[src/rtl/rv_core_pkg.sv]
// Shared fetch-stage types for the RV32 core: fetch FSM encoding and the reset NOP.
package rv_core_pkg;

  typedef enum logic [2:0] {
    S_REQ   = 3'd0,
    S_WAIT  = 3'd1,
    S_SKID  = 3'd2,
    S_DRAIN = 3'd3,
    S_TRAP  = 3'd4
  } fetch_state_e;

  // addi x0, x0, 0
  localparam logic [31:0] NOP_INSTR = 32'h0000_0013;

endpackage

[src/rtl/fetch_skid_buf.sv]
// One-entry instruction+PC holding register that catches a response arriving
// while decode is stalled. Clear has priority over load, load over unload.
module fetch_skid_buf #(
  parameter int XLEN = 32
) (
  input  logic            clk,
  input  logic            reset,
  input  logic            load_i,
  input  logic            unload_i,
  input  logic            clear_i,
  input  logic [31:0]     instr_i,
  input  logic [XLEN-1:0] pc_i,
  output logic            valid_o,
  output logic [31:0]     instr_o,
  output logic [XLEN-1:0] pc_o
);
  import rv_core_pkg::*;

  logic            valid_q;
  logic [31:0]     instr_q;
  logic [XLEN-1:0] pc_q;

  always_ff @(posedge clk) begin
    if (reset) begin
      valid_q <= 1'b0;
      instr_q <= NOP_INSTR;
      pc_q    <= '0;
    end else begin
      if (clear_i)       valid_q <= 1'b0;
      else if (load_i)   valid_q <= 1'b1;
      else if (unload_i) valid_q <= 1'b0;
      if (load_i && !clear_i) begin
        instr_q <= instr_i;
        pc_q    <= pc_i;
      end
    end
  end

  assign valid_o = valid_q;
  assign instr_o = instr_q;
  assign pc_o    = pc_q;

endmodule

[src/rtl/fetch_unit.sv]
// RV32 fetch stage: owns the PC, keeps one imem request in flight, squashes wrong-path fetches.
// Build option FETCH_MISALIGN_TRAP_EN: misaligned redirect targets park the stage in S_TRAP.
module fetch_unit #(
  parameter int              XLEN     = 32,
  parameter logic [XLEN-1:0] RESET_PC = '0
) (
  input  logic            clk,
  input  logic            reset,
  output logic            imem_req,
  output logic [XLEN-1:0] imem_addr,
  input  logic            imem_valid,
  input  logic [31:0]     imem_rdata,
  input  logic            redirect,
  input  logic [XLEN-1:0] redirect_target,
  input  logic            id_ready,
  output logic            instr_valid_o,
  output logic [31:0]     instr_o,
  output logic [XLEN-1:0] pc_o,
  output logic [XLEN-1:0] pc_plus4_o
`ifdef FETCH_MISALIGN_TRAP_EN
  ,
  output logic            fetch_misalign_o
`endif
);
  import rv_core_pkg::*;

  fetch_state_e    state_q;
  logic [XLEN-1:0] fetch_pc_q;
  logic [XLEN-1:0] pc_q;
  logic [31:0]     instr_q;
  logic            instr_valid_q;
  logic            outstanding_q;

  logic            out_free;
  logic            req;
  logic [XLEN-1:0] req_addr;
  logic [XLEN-1:0] tgt_pc;
  logic            still_out;
  logic            skid_load;
  logic            skid_unload;
  logic            skid_valid;
  logic [31:0]     skid_instr;
  logic [XLEN-1:0] skid_pc;

`ifdef FETCH_MISALIGN_TRAP_EN
  logic misalign_q;
  logic tgt_misaligned;
  assign tgt_misaligned   = |redirect_target[1:0];
  assign tgt_pc           = redirect_target;
  assign fetch_misalign_o = misalign_q;
`else
  assign tgt_pc = redirect_target & ~XLEN'(3);
`endif

  assign out_free  = !instr_valid_q || id_ready;
  // A response landing in a redirect cycle is dropped and no longer counts as in flight.
  assign still_out = outstanding_q && !imem_valid;

  always_comb begin
    req      = 1'b0;
    req_addr = fetch_pc_q;
    case (state_q)
      S_REQ:   req = out_free;
      S_WAIT: begin
        // fetch_pc_q still names the in-flight word; the follow-on request is the next one.
        req      = imem_valid && out_free;
        req_addr = fetch_pc_q + XLEN'(4);
      end
      S_SKID:  req = skid_valid && id_ready;
      default: req = 1'b0;
    endcase
    if (reset || redirect) req = 1'b0;
  end

  assign imem_req  = req;
  assign imem_addr = req_addr;

  assign skid_load   = !reset && !redirect && (state_q == S_WAIT) && imem_valid && !out_free;
  assign skid_unload = !reset && !redirect && (state_q == S_SKID) && skid_valid && id_ready;

  fetch_skid_buf #(.XLEN(XLEN)) u_skid (
    .clk      (clk),
    .reset    (reset),
    .load_i   (skid_load),
    .unload_i (skid_unload),
    .clear_i  (redirect),
    .instr_i  (imem_rdata),
    .pc_i     (fetch_pc_q),
    .valid_o  (skid_valid),
    .instr_o  (skid_instr),
    .pc_o     (skid_pc)
  );

  always_ff @(posedge clk) begin
    if (reset) begin
      state_q       <= S_REQ;
      fetch_pc_q    <= RESET_PC;
      pc_q          <= RESET_PC;
      instr_q       <= NOP_INSTR;
      instr_valid_q <= 1'b0;
      outstanding_q <= 1'b0;
`ifdef FETCH_MISALIGN_TRAP_EN
      misalign_q    <= 1'b0;
`endif
    end else if (redirect) begin
      fetch_pc_q    <= tgt_pc;
      instr_valid_q <= 1'b0;
      outstanding_q <= still_out;
      state_q       <= still_out ? S_DRAIN : S_REQ;
`ifdef FETCH_MISALIGN_TRAP_EN
      misalign_q    <= tgt_misaligned;
      if (tgt_misaligned) begin
        state_q <= S_TRAP;
        pc_q    <= tgt_pc;
      end
`endif
    end else begin
      if (req)             outstanding_q <= 1'b1;
      else if (imem_valid) outstanding_q <= 1'b0;
      if (instr_valid_q && id_ready) instr_valid_q <= 1'b0;

      case (state_q)
        S_REQ: if (req) state_q <= S_WAIT;
        S_WAIT: begin
          if (imem_valid) begin
            fetch_pc_q <= fetch_pc_q + XLEN'(4);
            if (out_free) begin
              instr_valid_q <= 1'b1;
              instr_q       <= imem_rdata;
              pc_q          <= fetch_pc_q;
            end else begin
              state_q <= S_SKID;
            end
          end
        end
        S_SKID: begin
          if (skid_unload) begin
            instr_valid_q <= 1'b1;
            instr_q       <= skid_instr;
            pc_q          <= skid_pc;
            state_q       <= S_WAIT;
          end
        end
        S_DRAIN: if (imem_valid) state_q <= S_REQ;
        default: ;
      endcase
    end
  end

  assign instr_valid_o = instr_valid_q;
  assign instr_o       = instr_q;
  assign pc_o          = pc_q;
  assign pc_plus4_o    = pc_q + XLEN'(4);

endmodule
[config.mk]
export PLATFORM = sky130hd
export DESIGN_NAME = fetch_unit
export DESIGN_NICKNAME = d
export VERILOG_FILES = /design/src/rtl/rv_core_pkg.sv /design/src/rtl/fetch_skid_buf.sv /design/src/rtl/fetch_unit.sv
export SDC_FILE = /design/constraint.sdc
export NUM_CORES = 1
export LEC_CHECK = 0
export CORE_MARGIN = 3
export CORE_UTILIZATION = 35
export CTS_BUF_LIST = sky130_fd_sc_hd__clkbuf_4
export CTS_CLUSTER_DIAMETER = 30
export DETAILED_ROUTE_END_ITERATION = 8
export GPL_TIMING_DRIVEN = 0
export MAX_ROUTING_LAYER = met4
export SLEW_MARGIN = 20
export SYNTH_ARGS = -nofsm -noshare
export SYNTH_HDL_FRONTEND = slang
export SYNTH_HIERARCHICAL = 1
export SYNTH_SLANG_ARGS = --single-unit
[constraint.sdc]
create_clock -name clk -period 2.84 [get_ports clk]
set_input_delay 0.568 -clock clk [delete_from_list [all_inputs] [get_ports clk]]
set_output_delay 0.568 -clock clk [all_outputs]
set_load 0.02 [all_outputs]
Yosys cells after proc, flatten, opt, wreduce, memory -nomap -nowiden
Cells that the tools add are included.
Widths: inputs -> output; s select.
{ "classes": {"add_sub_neg": 2, "multipliers": 0, "div_mod_pow": 0, "n_lt_le_gt_ge": 0, "eq_ne": 11, "n_shift": 0, "n_mux": 32, "n_bitwise": 1, "reduce_logical": 31} }
{ "ops": {"columns": ["operator", "count"], "rows": [
  ["$mux 32", 10],
  ["$pmux 32 s2", 2],
  ["$add 32x3->32 const B", 2],
  ["$mux 3", 6],
  ["$ne 3x3->1 const B", 5],
  ["$logic_and 1x1->1", 12],
  ["$pmux 3 s4", 1],
  ["$mux 1", 10],
  ["$reduce_bool 2->1", 4],
  ["$eq 3x2->1 const B", 2],
  ["$ne 2x2->1 const B", 3],
  ["$reduce_and 6->1", 1],
  ["$logic_not 1->1", 5],
  ["$reduce_and 5->1", 1],
  ["$reduce_bool 5->1", 1],
  ["$reduce_and 2->1", 2],
  ["$eq 3x1->1 const B", 1],
  ["$logic_not 3->1", 1],
  ["$pmux 1 s3", 1],
  ["$reduce_bool 3->1", 1],
  ["$logic_or 1x1->1", 2],
  ["$mux 2", 1],
  ["$pmux 1 s2", 1],
  ["$reduce_or 2->1", 1],
  ["$not 1->1", 1]
]} }
{ "totals": {"regBits": 166, "latch_bits": 0, "mem_bits_rw": 0, "mem_bits_ro": 0, "inputBits": 69, "elab_cells": 87, "n_memories": 0} }

Logic depth before layout (Yosys ltp)
Gate-level depths: netlist of the first run.
{ "depth": {"word_depth": 8, "ltp_mapped": 9, "mapped_depth_nobuf": 6} }

Hierarchy
The synthesis of the first run kept the hierarchy.
{ "modules_own_cells": {"columns": ["mod", "n_inst", "cells_per_inst", "area_per_inst_um2", "seq_area_each_um2"], "rows": [
  ["fetch_unit", 1, 753, 6261.0, 1961.9],
  ["fetch_skid_buf", 1, 294, 3051.7, 1301.2]
]} }

Least setup slack after synthesis of the first run
No wires, ideal clock.
{ "synth_timing": {"path_kind": "reg-to-output", "start": "register fetch_pc_q[2]", "end": "output imem_addr[26]", "arrival_ps": 2040, "t_required_ps": 2272, "setup_slack_ps": 232, "path_stages_with_launch": 6, "cell_sequence": "dfxtp_1 > ha_1 > nand2_1 > nor4_1 > nand4_1 > xnor2_1"} }
{ "synth_between": {"elab_chain_len": 2} }
{ "synth_rtl": {"columns": ["element", "line_no", "source"], "rows": [
  ["start, declared", "fetch_unit.sv:28", "logic [XLEN-1:0] fetch_pc_q;"],
  ["start signal, assigned", "fetch_unit.sv:106", "fetch_pc_q <= tgt_pc;"],
  ["start signal, assigned", "fetch_unit.sv:126", "fetch_pc_q <= fetch_pc_q + XLEN'(4);"],
  ["$add 32x3->32", "fetch_unit.sv:67", "req_addr = fetch_pc_q + XLEN'(4);"],
  ["$mux 32", "fetch_unit.sv:62", "case (state_q)"],
  ["end, declared", "fetch_unit.sv:10", "output logic [XLEN-1:0] imem_addr,"]
]} }
No other way between the ends.

Final worst setup path of the first run
{ "layout_timing": {"start": "register fetch_pc_q[18]", "end": "output imem_addr[26]"} }
Same word-level chain as after synthesis.

==> results of run 1 <==
Yosys cell counts, types with 5 or more instances:
library cell,instances,area (um^2)
sky130_fd_sc_hd__a31oi_1,66,413
sky130_fd_sc_hd__nand4_1,17,106
sky130_fd_sc_hd__ha_1,6,75.1
sky130_fd_sc_hd__a211oi_1,68,510
sky130_fd_sc_hd__nor3_1,21,105
sky130_fd_sc_hd__a21oi_1,9,45.0
sky130_fd_sc_hd__nand3_1,38,190
sky130_fd_sc_hd__nor4_1,17,106
sky130_fd_sc_hd__xnor2_1,35,307
sky130_fd_sc_hd__nand4bb_1,61,687
sky130_fd_sc_hd__dlygate4sd1_1,5,43.8
sky130_fd_sc_hd__o21ai_2,19,166
sky130_fd_sc_hd__inv_1,18,67.6
sky130_fd_sc_hd__and3_1,7,43.8
sky130_fd_sc_hd__or4_1,14,105
sky130_fd_sc_hd__o21ai_1,43,215
sky130_fd_sc_hd__or3_1,6,37.5
sky130_fd_sc_hd__buf_1,6,22.5
sky130_fd_sc_hd__nor2_1,42,158
sky130_fd_sc_hd__o31ai_1,14,105
sky130_fd_sc_hd__mux2i_1,62,621
sky130_fd_sc_hd__a311oi_1,14,123
sky130_fd_sc_hd__nand2b_1,64,400
sky130_fd_sc_hd__nand2_1,35,131
sky130_fd_sc_hd__buf_2,19,95.1
sky130_fd_sc_hd__o21ai_0,12,60.1
sky130_fd_sc_hd__clkbuf_1,73,274
sky130_fd_sc_hd__dfxtp_1,163,3260
sky130_fd_sc_hd__and4_1,11,96.3
sky130_fd_sc_hd__xor2_1,31,272
state kept, by name, indices dropped and copies added (netlist names), 2 cells and up:
signal	cells
u_skid/instr_o	32
u_skid/pc_o	32
state_q	2
pc_o	32
instr_o	32
fetch_pc_q	30
cell usage in the layout (no fill, tap or decap), drive strengths merged, types with 6 or more instances in the layout:
cell type      count
dfxtp            163
buf              148
clkdlybuf4s50    136
clkbuf            85
o21ai             74
a211oi            68
a31oi             66
nand2b            64
mux2i             62
nand4bb           61
nor2              42
nand3             40
nand2             35
xnor2             35
xor2              31
nor3              22
nand4             18
inv               17
nor4              17
a311oi            14
or4               14
o31ai             14
dlygate4sd2       11
and4              11
a21oi              9
and3               7
or3                6
ha                 6
clkinv             6
repair_timing:
item,4_1_cts,5_1_grt
pin swaps,29,39
gates cloned,1,1
gates resized for setup,378,95
setup buffers,53,27
endpoints found under the setup margin,182,45
routing by layer:
metal | routed length, um | track usage | vias up
met5 | 0 | - | -
met4 | 998 | 0.0597 | 0
met3 | 2370 | 0.0371 | 53
met2 | 16500 | 0.381 | 405
met1 | 15300 | 0.321 | 4632
li1 | - | - | 4505
critical path, stage by stage, from the launching register on:
cell                      delay (ns)
sky130_fd_sc_hd__dfxtp_4        0.37
sky130_fd_sc_hd__nand4_1        0.25
sky130_fd_sc_hd__buf_4          0.24
sky130_fd_sc_hd__nor3_4         0.23
sky130_fd_sc_hd__buf_4          0.18
sky130_fd_sc_hd__nand4_1        0.15
sky130_fd_sc_hd__xnor2_2        0.24
sky130_fd_sc_hd__buf_4          0.18
through the flow:
stage               utilization  instance area [um^2]  power [mW]
floorplan                     -                  9320        3.34
global placement          0.447                 11700        3.99
detailed placement        0.448                 11700        4.00
CTS                       0.497                 13000        5.53
global route              0.516                 13500        5.76
finish                    0.516                 13500        5.56
cell families (layout without fill, tap and decap cells):
kind of cell	count (synthesis)	count (layout)	synth area share
adder cells (fa/ha/maj)	6	6	0.00806
buffers and inverters	132	424	0.0674
AO/OA/AOI/OAI	262	262	0.192
flip-flops	163	163	0.350
XOR/XNOR	66	66	0.0621
other	1	4	0.000403
AND/OR/NAND/NOR	351	353	0.248
multiplexers	66	66	0.0715
final cells by class:
| cell class | count | area share |
|---|---|---|
| sequential | 163 | 0.250 |
| tap | 335 | 0.0311 |
| clock buffer | 18 | 0.0100 |
| multi-input combinational | 757 | 0.461 |
| clock inverter | 11 | 0.0104 |
| inverter | 18 | 0.00529 |
| timing repair buffer | 273 | 0.184 |
| buffer | 104 | 0.0482 |
worst paths after layout:
path | cells past startpoint | to | slack (ns) | from
hold / removal | 2 | u_skid/pc_o[16] | 0.47 | u_skid/pc_o[16]
setup / recovery | 7 | imem_addr[26] | -0.15 | fetch_pc_q[18]
setup reg to reg | 7 | instr_o[20] | 0.24 | state_q[0]
hold reg to reg | 2 | u_skid/pc_o[16] | 0.47 | u_skid/pc_o[16]
power groups by stage:
stage / registers [mW] / logic (mW) / clock network [mW]
floorplan: 2.66 / 0.685 / 0
global placement: 2.59 / 1.40 / 0
detailed placement: 2.59 / 1.41 / 0
CTS: 2.55 / 1.48 / 1.50
global route: 2.58 / 1.62 / 1.57
finish: 2.56 / 1.52 / 1.48
==> flow_metrics.py, run 1 <==
metrics = {
    "run_status": {
        "status": "finished, violations left",
        "failing_checks": "setup timing",
    },
    "worst_setup_path": {
        "timing.critical_path.required_ns": 2.27,
        "arrival_ns": 2.42,
        "worst-setup-path-type": "reg -> out",
        "timing.critical_path.from_type": "register",
        "worst-path-max-fanout": 4,
        "setup.worst_path.end_class": "output pin",
    },
    "power_and_ir_drop": {
        "switching_power_mw": 1.85,
        "total_leakage_power_nw": 4.93,
        "comb_power_share": 0.274,
        "power.share.clock": 0.265,
        "seqPwrFrac": 0.460,
        "cellInternalPower_mw": 3.71,
        "irDropWorstVdd_v": 0.000222,
        "power_density_mw_per_mm2": 412,
        "swShare": 0.333,
    },
    "timing": {
        "worstMarginPinSlew_ns": 0.861,
        "fmax_mhz": 334,
        "final-setup-viol-count": 11,
        "timing_max_transition_violations_final": 0,
        "final_hold_viol_count": 0,
        "fin_tns_setup_ns": -0.846,
        "finalCritPeriodShare": 1.05,
        "final_period_minus_worst_setup_slack_ns": 2.99,
        "timing.hold.ws_ns": 0.471,
        "timing.clock.skew_ns": 0.0168,
        "rsz0062_at_grt": "yes",
        "timing.final.ws_setup_ns": -0.152,
        "slew_headroom": 0.426,
    },
    "detailed_routing": {
        "routed_via_density": 5.71,
        "dr_total_vias": 9595,
        "dr.first_iter.drc_count": 751,
        "drt_wl_total_mm": 35.1,
        "routed_wire_length_per_instance_um": 20.9,
        "detailedRoute.firstPassIterationCount": 7,
        "detail-route-antenna-nets": 0,
        "detailed_route_drc_error_count": 0,
    },
    "finish": {
        "final_cell_count_no_fill": 1679,
        "num_antenna_cells": 0,
        "seqCellArea_mm2": 0.00337,
        "finish.net_count": 1409,
        "layout.filler_cells": 2479,
        "drive_above_1_share": 0.263,
        "multi_input_area_mm2": 0.00621,
        "syn2layout_area_growth_pct": 44.8,
    },
    "place": {
        "place_ws_ns": -1.03,
        "port-buffer-count": 194,
        "numPlacedInstances": 1580,
        "gp_congestion": 0.910,
        "post-dp-hpwl_mm": 23.8,
    },
    "synth": {
        "synthArstFlopShare": 0,
        "synth_ff_type": "sky130_fd_sc_hd__dfxtp_1",
        "postSynthCellCount": 1047,
        "synthesis_stage_register_bit_count": 163,
        "synth_warn": 6,
        "synth_area_mm2": 0.00931,
        "synth.distinct_cells": 57,
        "postSynthAreaPerCell_um2": 8.89,
        "synth-seq-area-share": 0.350,
        "edff_count_synth": 0,
    },
    "grt": {
        "first_pass_grt_wire_length_mm": 52.8,
        "antenna_found_initial": 0,
        "grt_pass1_vias": 9099,
        "largest_net_degree_at_the_start_of_global_routing": 17,
        "globalRouteOverflowTotal": 0,
        "global_route.usage.total": 0.240,
    },
    "clock_tree": {
        "tritoncts": "done",
        "clock_latency_late_sink_ns": 0.58,
        "path_clk_slew_ns": 0.13,
        "cts_root_buf": "sky130_fd_sc_hd__clkbuf_4",
        "clockBufferDepth": 2,
        "hold_buffers": 0,
        "htree_levels": 4,
        "cts_made_buffers": 17,
        "numClockSinks": 163,
    },
    "die": {
        "std_cell_rows": 59,
        "pin_count": 199,
        "coreArea_mm2": 0.0261,
        "die-height_um": 169,
        "die_w_um": 169,
        "initial_utilization": 0.356,
        "die-area_mm2": 0.0286,
    },
    "run": {
        "drv.max_cap_violation_count": 0,
    },
    "min_path": {
        "hold_path.class": "reg -> reg",
    },
}
Power figures use the tool's default switching activity.
==> inputs of run 2 (changes only) <==
Settings changed: SLEW_MARGIN 20 to 0.
==> flow_metrics.py, run 2 (synthesis results as in run 1) <==
metrics = {
    "run_status": {
        "status": "finished, violations left",
        "failing_checks": "setup timing",
    },
    "power_and_ir_drop": {
        "irDropWorstVdd_v": 0.000277,
        "cellInternalPower_mw": 3.83,
        "power_density_mw_per_mm2": 427,
        "total_leakage_power_nw": 4.84,
        "report.power.total_mw": 5.70,
        "power.share.clock": 0.288,
        "swShare": 0.329,
        "switching_power_mw": 1.87,
        "seqPwrFrac": 0.450,
        "comb_power_share": 0.262,
    },
    "place": {
        "numPlacedInstances": 1580,
        "gp_congestion": 0.910,
        "port-buffer-count": 194,
        "place_ws_ns": -1.05,
        "postPlaceCellArea_mm2": 0.0117,
        "post-dp-hpwl_mm": 23.7,
    },
    "die": {
        "die-height_um": 169,
        "die-area_mm2": 0.0286,
        "pin_count": 199,
        "std_cell_rows": 59,
        "initial_utilization": 0.356,
        "die_w_um": 169,
        "coreArea_mm2": 0.0261,
    },
    "timing": {
        "fin_tns_setup_ns": -0.0936,
        "timing.clock.skew_ns": 0.0191,
        "finalCritPeriodShare": 1.02,
        "final-setup-viol-count": 2,
        "slew_headroom": 0.143,
        "timing.hold.ws_ns": 0.474,
        "final_period_minus_worst_setup_slack_ns": 2.90,
        "rsz0062_at_grt": "yes",
        "timing.final.ws_setup_ns": -0.0602,
        "fmax_mhz": 345,
        "timing_max_transition_violations_final": 0,
        "final_hold_viol_count": 0,
        "worstMarginPinSlew_ns": 1.28,
    },
    "detailed_routing": {
        "detailed_route_drc_error_count": 0,
        "dr.first_iter.drc_count": 782,
        "detailedRoute.firstPassIterationCount": 7,
        "dr_total_vias": 9519,
        "routed_via_density": 5.69,
        "drt_wl_total_mm": 34.9,
        "routed_wire_length_per_instance_um": 20.8,
        "detail-route-antenna-nets": 0,
    },
    "grt": {
        "grt_pass1_vias": 8982,
        "first_pass_grt_wire_length_mm": 52.4,
        "global_route.usage.total": 0.238,
        "antenna_found_initial": 1,
        "largest_net_degree_at_the_start_of_global_routing": 17,
        "globalRouteOverflowTotal": 0,
    },
    "clock_tree": {
        "cts_made_buffers": 17,
        "tritoncts": "done",
        "htree_levels": 4,
        "clockBufferDepth": 2,
        "cts_root_buf": "sky130_fd_sc_hd__clkbuf_4",
        "clock_latency_late_sink_ns": 0.58,
        "path_clk_slew_ns": 0.14,
        "hold_buffers": 0,
        "numClockSinks": 163,
    },
    "finish": {
        "layout.cells.most_common": "sky130_fd_sc_hd__clkdlybuf4s50_1",
        "syn2layout_area_growth_pct": 43.3,
        "finalCoreUtilization": 0.511,
        "finish.instance_area_mm2": 0.0133,
        "final_cell_mix": "sky130_fd_sc_hd__clkdlybuf4s50_1, sky130_fd_sc_hd__dfxtp_1, sky130_fd_sc_hd__buf_4",
        "finish.net_count": 1398,
        "final_cell_count_no_fill": 1672,
        "drive_above_1_share": 0.252,
    },
    "min_path": {
        "hold_path.startpoint": "u_skid/pc_o[16]",
        "hold_path.class": "reg -> reg",
    },
    "worst_setup_path": {
        "timing.critical_path.required_ns": 2.27,
        "ff2ff_setup_slack_ns": 0.16,
        "r2r_end": "instr_o[14]",
        "worstReg2RegStart": "state_q[1]",
        "worst-path-max-fanout": 6,
        "reg2reg_depth": 9,
        "worst-setup-path-type": "reg -> out",
        "critical_path.endpoint": "imem_addr[29]",
        "timing.critical_path.from_type": "register",
        "worst_setup_path_startpoint": "state_q[1]",
        "setup.worst_path.end_class": "output pin",
        "arrival_ns": 2.33,
    },
    "run": {
        "drv.max_cap_violation_count": 0,
    },
}
[run 2: worst min-delay path by stage]
stage / endpoint / slack [ns] / cells past startpoint
2_1_floorplan: u_skid/instr_o[17] / 0.44 / 2
6_report: u_skid/pc_o[16] / 0.47 / 2
3_3_place_gp: u_skid/pc_o[10] / 0.45 / 2
4_1_cts: u_skid/pc_o[16] / 0.48 / 2
5_1_grt: u_skid/pc_o[22] / 0.48 / 2
3_5_place_dp: u_skid/pc_o[7] / 0.45 / 2
[run 2: layout make-up]
cell class | instances | area (um^2)
Antenna cell | 1 | 2.50
Buffer | 106 | 676
Clock buffer | 20 | 150
Clock inverter | 12 | 179
Fill cell | 2489 | 12800
Inverter | 18 | 67.6
Multi-Input combinational cell | 757 | 6140
Sequential cell | 163 | 3380
Tap cell | 335 | 419
Timing Repair Buffer | 260 | 2330
[run 2: worst max-delay path, stage by stage (launching register included)]
cell and delay [ns]:
sky130_fd_sc_hd__dfxtp_2 0.38, sky130_fd_sc_hd__inv_2 0.08, sky130_fd_sc_hd__ha_4 0.19, sky130_fd_sc_hd__buf_8 0.14
sky130_fd_sc_hd__nand3_4 0.15, sky130_fd_sc_hd__nor4_4 0.32, sky130_fd_sc_hd__xor2_1 0.30, sky130_fd_sc_hd__buf_4 0.20
[run 2: per-layer routing]
layer / vias to the layer above / part of all wire / track usage
li1: 4497 / - / -
met1: 4614 / 0.45 / 0.317
met2: 353 / 0.47 / 0.381
met3: 55 / 0.058 / 0.0399
met4: 0 / 0.024 / 0.0562
met5: - / 0 / -
[run 2: repair_timing]
action	4_1_cts	5_1_grt
setup endpoints to repair	185	68
setup buffers	48	17
resized for setup	367	103
gates cloned	0	2
pin swaps	37	27
[run 2: power groups by stage]
| stage | Combinational [mW] | Sequential (mW) | Clock, mW |
|---|---|---|---|
| after floorplan | 0.685 | 2.66 | 0 |
| after global placement | 1.40 | 2.59 | 0 |
| after detailed placement | 1.41 | 2.59 | 0 |
| after CTS | 1.47 | 2.56 | 1.66 |
| after global routing | 1.59 | 2.58 | 1.75 |
| final | 1.50 | 2.56 | 1.64 |
